[src/rtl/uart_rx_sampler.sv]
// 8N1 UART receiver: synchronises rxd, validates the start bit at mid-bit,
// samples LSB-first data at bit centres and strobes good bytes or frame errors.
module uart_rx_sampler #(
    parameter int CLKS_PER_BIT = 868,
    parameter int SYNC_STAGES  = 2
) (
    input  logic       clk,
    input  logic       rst,
    input  logic       rxd,
    output logic [7:0] rdata,
    output logic       rvalid,
    output logic       frame_err,
    output logic       busy
);

    localparam int HALF = CLKS_PER_BIT / 2;
    localparam int CW   = $clog2(CLKS_PER_BIT);

    localparam logic [CW-1:0] CNT_HALF = CW'(HALF - 1);
    localparam logic [CW-1:0] CNT_FULL = CW'(CLKS_PER_BIT - 1);

    typedef enum logic [1:0] {
        IDLE,
        START,
        DATA,
        STOP
    } state_t;

    state_t                 state;
    state_t                 state_nx;
    logic [SYNC_STAGES-1:0] sync_q;
    logic                   rx_s;
    logic [CW-1:0]          cnt;
    logic [CW-1:0]          cnt_nx;
    logic [2:0]             bitn;
    logic [2:0]             bitn_nx;
    logic [7:0]             shreg;
    logic [7:0]             shreg_nx;
    logic                   at_half;
    logic                   at_full;
    logic                   stop_centre;
    logic                   byte_ok;
    logic                   stop_bad;

    // Synchroniser resets to the idle-high line level.
    always_ff @(posedge clk) begin
        if (rst) begin
            sync_q <= '1;
        end else begin
            sync_q <= {sync_q[SYNC_STAGES-2:0], rxd};
        end
    end

    assign rx_s    = sync_q[SYNC_STAGES-1];
    assign at_half = (cnt == CNT_HALF);
    assign at_full = (cnt == CNT_FULL);

    always_ff @(posedge clk) begin
        if (rst) begin
            state <= IDLE;
            cnt   <= '0;
            bitn  <= '0;
            shreg <= '0;
        end else begin
            state <= state_nx;
            cnt   <= cnt_nx;
            bitn  <= bitn_nx;
            shreg <= shreg_nx;
        end
    end

    always_comb begin
        state_nx = state;
        cnt_nx   = cnt + 1'b1;
        bitn_nx  = bitn;
        shreg_nx = shreg;
        unique case (state)
            IDLE: begin
                cnt_nx = '0;
                if (!rx_s) begin
                    state_nx = START;
                end
            end
            START: begin
                if (at_half) begin
                    cnt_nx   = '0;
                    bitn_nx  = '0;
                    state_nx = rx_s ? IDLE : DATA;
                end
            end
            DATA: begin
                if (at_full) begin
                    cnt_nx   = '0;
                    shreg_nx = {rx_s, shreg[7:1]};
                    if (bitn == 3'd7) begin
                        state_nx = STOP;
                    end else begin
                        bitn_nx = bitn + 3'd1;
                    end
                end
            end
            STOP: begin
                // Re-arm at the stop-bit centre to catch back-to-back frames.
                if (at_full) begin
                    cnt_nx   = '0;
                    state_nx = IDLE;
                end
            end
            default: begin
                state_nx = IDLE;
                cnt_nx   = '0;
            end
        endcase
    end

    always_comb begin
        busy        = (state != IDLE);
        stop_centre = (state == STOP) && at_full;
        byte_ok     = stop_centre && rx_s;
        stop_bad    = stop_centre && !rx_s;
    end

    always_ff @(posedge clk) begin
        if (rst) begin
            rdata     <= '0;
            rvalid    <= 1'b0;
            frame_err <= 1'b0;
        end else begin
            rvalid    <= byte_ok;
            frame_err <= stop_bad;
            if (byte_ok) begin
                rdata <= shreg;
            end
        end
    end

endmodule

[config.mk]
export PLATFORM = sky130hd
export DESIGN_NAME = uart_rx_sampler
export DESIGN_NICKNAME = d
export VERILOG_FILES = /design/src/rtl/uart_rx_sampler.sv
export SDC_FILE = /design/constraint.sdc
export NUM_CORES = 1
export LEC_CHECK = 0
export ABC_AREA = 1
export BUFFER_PORTS_ARGS = -buffer_cell sky130_fd_sc_hd__buf_2
export CAP_MARGIN = 25
export CORE_UTILIZATION = 35
export DETAILED_ROUTE_END_ITERATION = 6
export PLACE_DENSITY = 0.53
export SETUP_SLACK_MARGIN = 0.5
export SLEW_MARGIN = 30
export SYNTH_ARGS = -nofsm -noshare
export SYNTH_HDL_FRONTEND = slang
export SYNTH_SLANG_ARGS = --single-unit
[constraint.sdc]
create_clock -name clk -period 2.7 [get_ports clk]
set_input_delay 0.27 -clock clk [delete_from_list [all_inputs] [get_ports clk]]
set_output_delay 0.27 -clock clk [all_outputs]
set_load 0.1 [all_outputs]
======== After elaboration in Yosys (flattened, before gate mapping) ========
Cells that the tools add are included.
storage, ports and cells
  output and inout port bits .............. 11
  bits of input ports ..................... 3
  flip-flop bits (word level) ............. 35
  word-level logic and storage cells ...... 47
cells by class
  reductions and logical operators ........ 11
  eq/ne operators ......................... 12
  muxes and demuxes ....................... 14
  $add $sub $neg .......................... 2
operators by type and width
  operator               count
  $pmux 10 s3            1
  $mux 10                2
  $mux 2                 6
  $ne 2x2->1 const B     6
  $add 10x1->10 const B  1
  $eq 10x10->1 const B   1
  $eq 10x9->1 const B    1
  $mux 3                 3
  $pmux 2 s4             1
  $pmux 3 s2             1
  $reduce_and 5->1       1
  $eq 2x2->1 const B     2
  $reduce_and 4->1       1
  $reduce_bool 2->1      2
  $add 3x1->3 const B    1
  $eq 3x3->1 const B     1
  $logic_and 1x1->1      3
  $eq 2x1->1 const B     1
  $logic_not 2->1        1
  $reduce_and 2->1       1
  $reduce_or 2->1        1
  $logic_not 1->1        1

======== Longest topological paths before layout ========
  depth after elaboration ................. 4
  mapped depth ............................ 11
  gate-level depth less buffers ........... 11

======== Worst setup path before layout ========
OpenSTA, ideal clock, no wires.
  path kind ............................... register to output
  from .................................... register state[0]
  to ...................................... output port busy
  data required time ...................... 2.430 ns
  data arrival time ....................... 1.186 ns
  cell stages (with the launch flop) ...... 3
  slack ................................... 1.244 ns
  path buffers ............................ 0
  path through ............................ dfxtp_1 > inv_1 > nand2_1
between the ends
  cells in the longest elaborated chain, start to end .. 1
ends and longest elaborated chain
  element                   RTL line  source
  start: declaration        29        state_t state;
  start signal: assignment  65        state <= state_nx;
  $reduce_bool 2->1         117       busy = (state != IDLE);
  end: declaration          13        output logic busy
No other way between the ends.

======== Worst setup path in the final report ========
Ends and elaborated chain as after synthesis.

==> flow_summary.json <==
{
  "status": "finished, final reports clean",
  "diodes": 0,
  "period_share_pct": 61.3,
  "numCtsBuffers": 5,
  "syn_area_mm2": 0.00158,
  "wl_per_cell_um": 11.0,
  "clk_path_buf_depth": 2,
  "setup_tns_ps": 0,
  "initial_utilization_pct": 36.4,
  "r2r_end": "shreg[1]$_SDFFE_PP0P_",
  "place_congestion": 0.813,
  "multi_input_area_um2": 753,
  "worst_slack_ps": 1040,
  "r2r_setup_slack_ps": 1090,
  "grt_overflow": 0,
  "powerDensity_mw_per_mm2": 597,
  "cp_max_fo": 5,
  "criticalPathCategory": "flip-flop to primary output",
  "ir_drop_mv": 0.258,
  "cts-htree-levels": 2,
  "synth_cells": 205,
  "portBuffers": 13,
  "start_kind": "flip-flop",
  "rsz0062_at_grt": "false",
  "fp.dieH_um": 69.2,
  "antenna_found_initial": 0,
  "ys_warn_count": 0,
  "finalHoldViolCount": 0,
  "drive_gt1_share_pct": 16.8,
  "fill_cells": 454,
  "pre_cts_slack_ps": 1100,
  "io_pins": 14,
  "p_leak_uw": 0.000673,
  "synth.avg_cell_area_um2": 7.72,
  "whs_endpoint": "sync_q[0]$_SDFF_PP1_",
  "worst_slew_margin_rel_pct": 67.9,
  "detailroute.via_count": 1298,
  "whs_path_depth": 2,
  "arrival_ps": 1390,
  "cts_sinks": 35,
  "ctsResizeCount": 0,
  "ys_ff_latch": 35,
  "syn_to_final_growth_pct": 11.8,
  "chipWidth_um": 69.2,
  "cp-end-kind": "primary output",
  "grtUsageTotal_pct": 13.9,
  "fin_area_mm2": 0.00177,
  "detail_route.vias_per_cell": 4.77,
  "synth_seq_area_share_pct": 44.3,
  "seq_area_um2": 701,
  "place_area_mm2": 0.00168,
  "slew_violations": 0,
  "post-cts-setup-buffer-count": 0,
  "drc": 0,
  "reg2reg_depth": 8,
  "critPathRequiredTime_ps": 2430,
  "core_mm2": 0.00435,
  "worstHoldStart": "rxd",
  "total_power_uw": 1060,
  "syn_nets": 212,
  "first_pass_iters": 4,
  "wirelength_um": 2980,
  "fmax_mhz": 604,
  "placementRows": 24,
  "yosysUniqueCellTypes": 25,
  "cap_viol_max_count": 0,
  "fin_nets": 226,
  "postCtsHoldBufs": 0,
  "drt_iter0_markers": 58,
  "die-area_mm2": 0.00479,
  "hp-class": "input pin to flip-flop",
  "cts_root_buf": "clkbuf_8",
  "setup_viol": 0,
  "grt_pass1_vias": 1187,
  "dpl.hpwl_um": 2060,
  "tightest_slew_ps": 481,
  "rr_startpoint": "cnt[0]$_SDFF_PP0_",
  "post-route-min-period_ps": 1660,
  "path_clk_slew_ps": 80,
  "ant_nets": 0,
  "cts_tree": "done",
  "clk_latency_ps": 290,
  "grt_pass1_wl_um": 5310,
  "grt_start_max_net_pins": 24,
  "fin_skew_ps": 8.84
}
## power breakdown
group	switching, uW	internal, uW	leakage, uW
clock network	206	184	0.0000443
logic	83.0	35.9	0.000345
registers	15.5	531	0.000283
total	304	751	0.000673
## layer usage
| metal | up-vias | GRT usage, % | routed length (um) |
|---|---|---|---|
| met5 | - | 0 | 0 |
| met4 | 0 | 6.80 | 53 |
| met3 | 7 | 3.92 | 108 |
| met2 | 17 | 19.5 | 1290 |
| met1 | 579 | 19.5 | 1530 |
| li1 | 695 | - | - |
## worst max-delay path, stage by stage (launching register included)
cell     delay [ps]
dfxtp_1         450
inv_1           150
nand2_1          80
buf_2           420
## worst max-delay path by stage
| stage | startpoint | to | slack, ps |
|---|---|---|---|
| 2_1_floorplan | state[0]$_SDFFE_PP0P_ | busy | 1240 |
| 3_3_place_gp | cnt[0]$_SDFF_PP0_ | shreg[6]$_SDFFE_PP0P_ | 1140 |
| 3_5_place_dp | cnt[0]$_SDFF_PP0_ | rdata[3]$_SDFFE_PP0P_ | 1100 |
| 4_1_cts | state[0]$_SDFFE_PP0P_ | busy | 1030 |
| 5_1_grt | cnt[0]$_SDFF_PP0_ | shreg[1]$_SDFFE_PP0P_ | 870 |
| 6_report | state[0]$_SDFFE_PP0P_ | busy | 1040 |
## through the flow
step | hold slack, ps | util, % | std cells
6_report | 152 | 40.6 | 272
4_1_cts | 142 | 40.6 | 272
3_3_place_gp | 396 | 38.5 | 264
5_1_grt | 142 | 40.6 | 272
2_1_floorplan | 374 | - | 205
3_5_place_dp | 397 | 38.5 | 264
## area by class of cell
type	instances	share of cell area [%]
Clock inverter	3	1.41
Sequential cell	35	39.6
Clock buffer	5	3.89
Tap cell	52	3.68
Inverter	23	5.16
Timing Repair Buffer	13	3.68
Multi-Input combinational cell	141	42.6
## registers in the layout, indices dropped and copies added, names as in the netlist, named ones only
| name | count |
|---|---|
| rvalid | 1 |
| state | 1 |
| sync_q | 2 |
| shreg | 8 |
| bitn | 3 |
| rdata | 8 |
| frame_err | 1 |
| cnt | 10 |
## cells in the final DEF, fill, tap and decap left out, types with 2 or more instances in the layout
master	n
a21oi_1	29
buf_2	13
clkbuf_8	5
clkinv_4	2
dfxtp_1	35
ha_1	4
inv_1	20
inv_2	2
nand2_1	43
nand2_2	2
nand3_1	15
nand3_2	3
nand4_1	8
nor2_1	16
nor2_2	2
nor2_4	3
nor3_1	2
o21ai_1	2
or2_2	2
xor2_1	6
## cell usage after synthesis (all sizes together)
master / number / area (um2)
ha: 4 / 50.1
nor3: 2 / 10.0
a21oi: 29 / 145
nor4: 1 / 6.26
clkbuf: 2 / 7.51
o21ai: 3 / 15.0
inv: 23 / 91.3
nand2: 45 / 174
dfxtp: 35 / 701
xor2: 6 / 52.6
xnor2: 1 / 8.76
or2: 2 / 12.5
nand4: 8 / 50.1
nor2: 21 / 106
buf: 4 / 30.0
nand3: 19 / 123
## cell families (layout without fill, tap and decap cells)
| group | after synthesis | count (layout) | synth area share (%) |
|---|---|---|---|
| AOI/OAI and AO/OA | 32 | 32 | 10.1 |
| xor gates and xnor gates | 7 | 7 | 3.87 |
| adders and majority gates | 4 | 4 | 3.16 |
| buffers and inverters | 29 | 44 | 8.14 |
| DFF | 35 | 35 | 44.3 |
| and+or+nand+nor | 98 | 98 | 30.4 |
(Power assumes the default switching activity.)
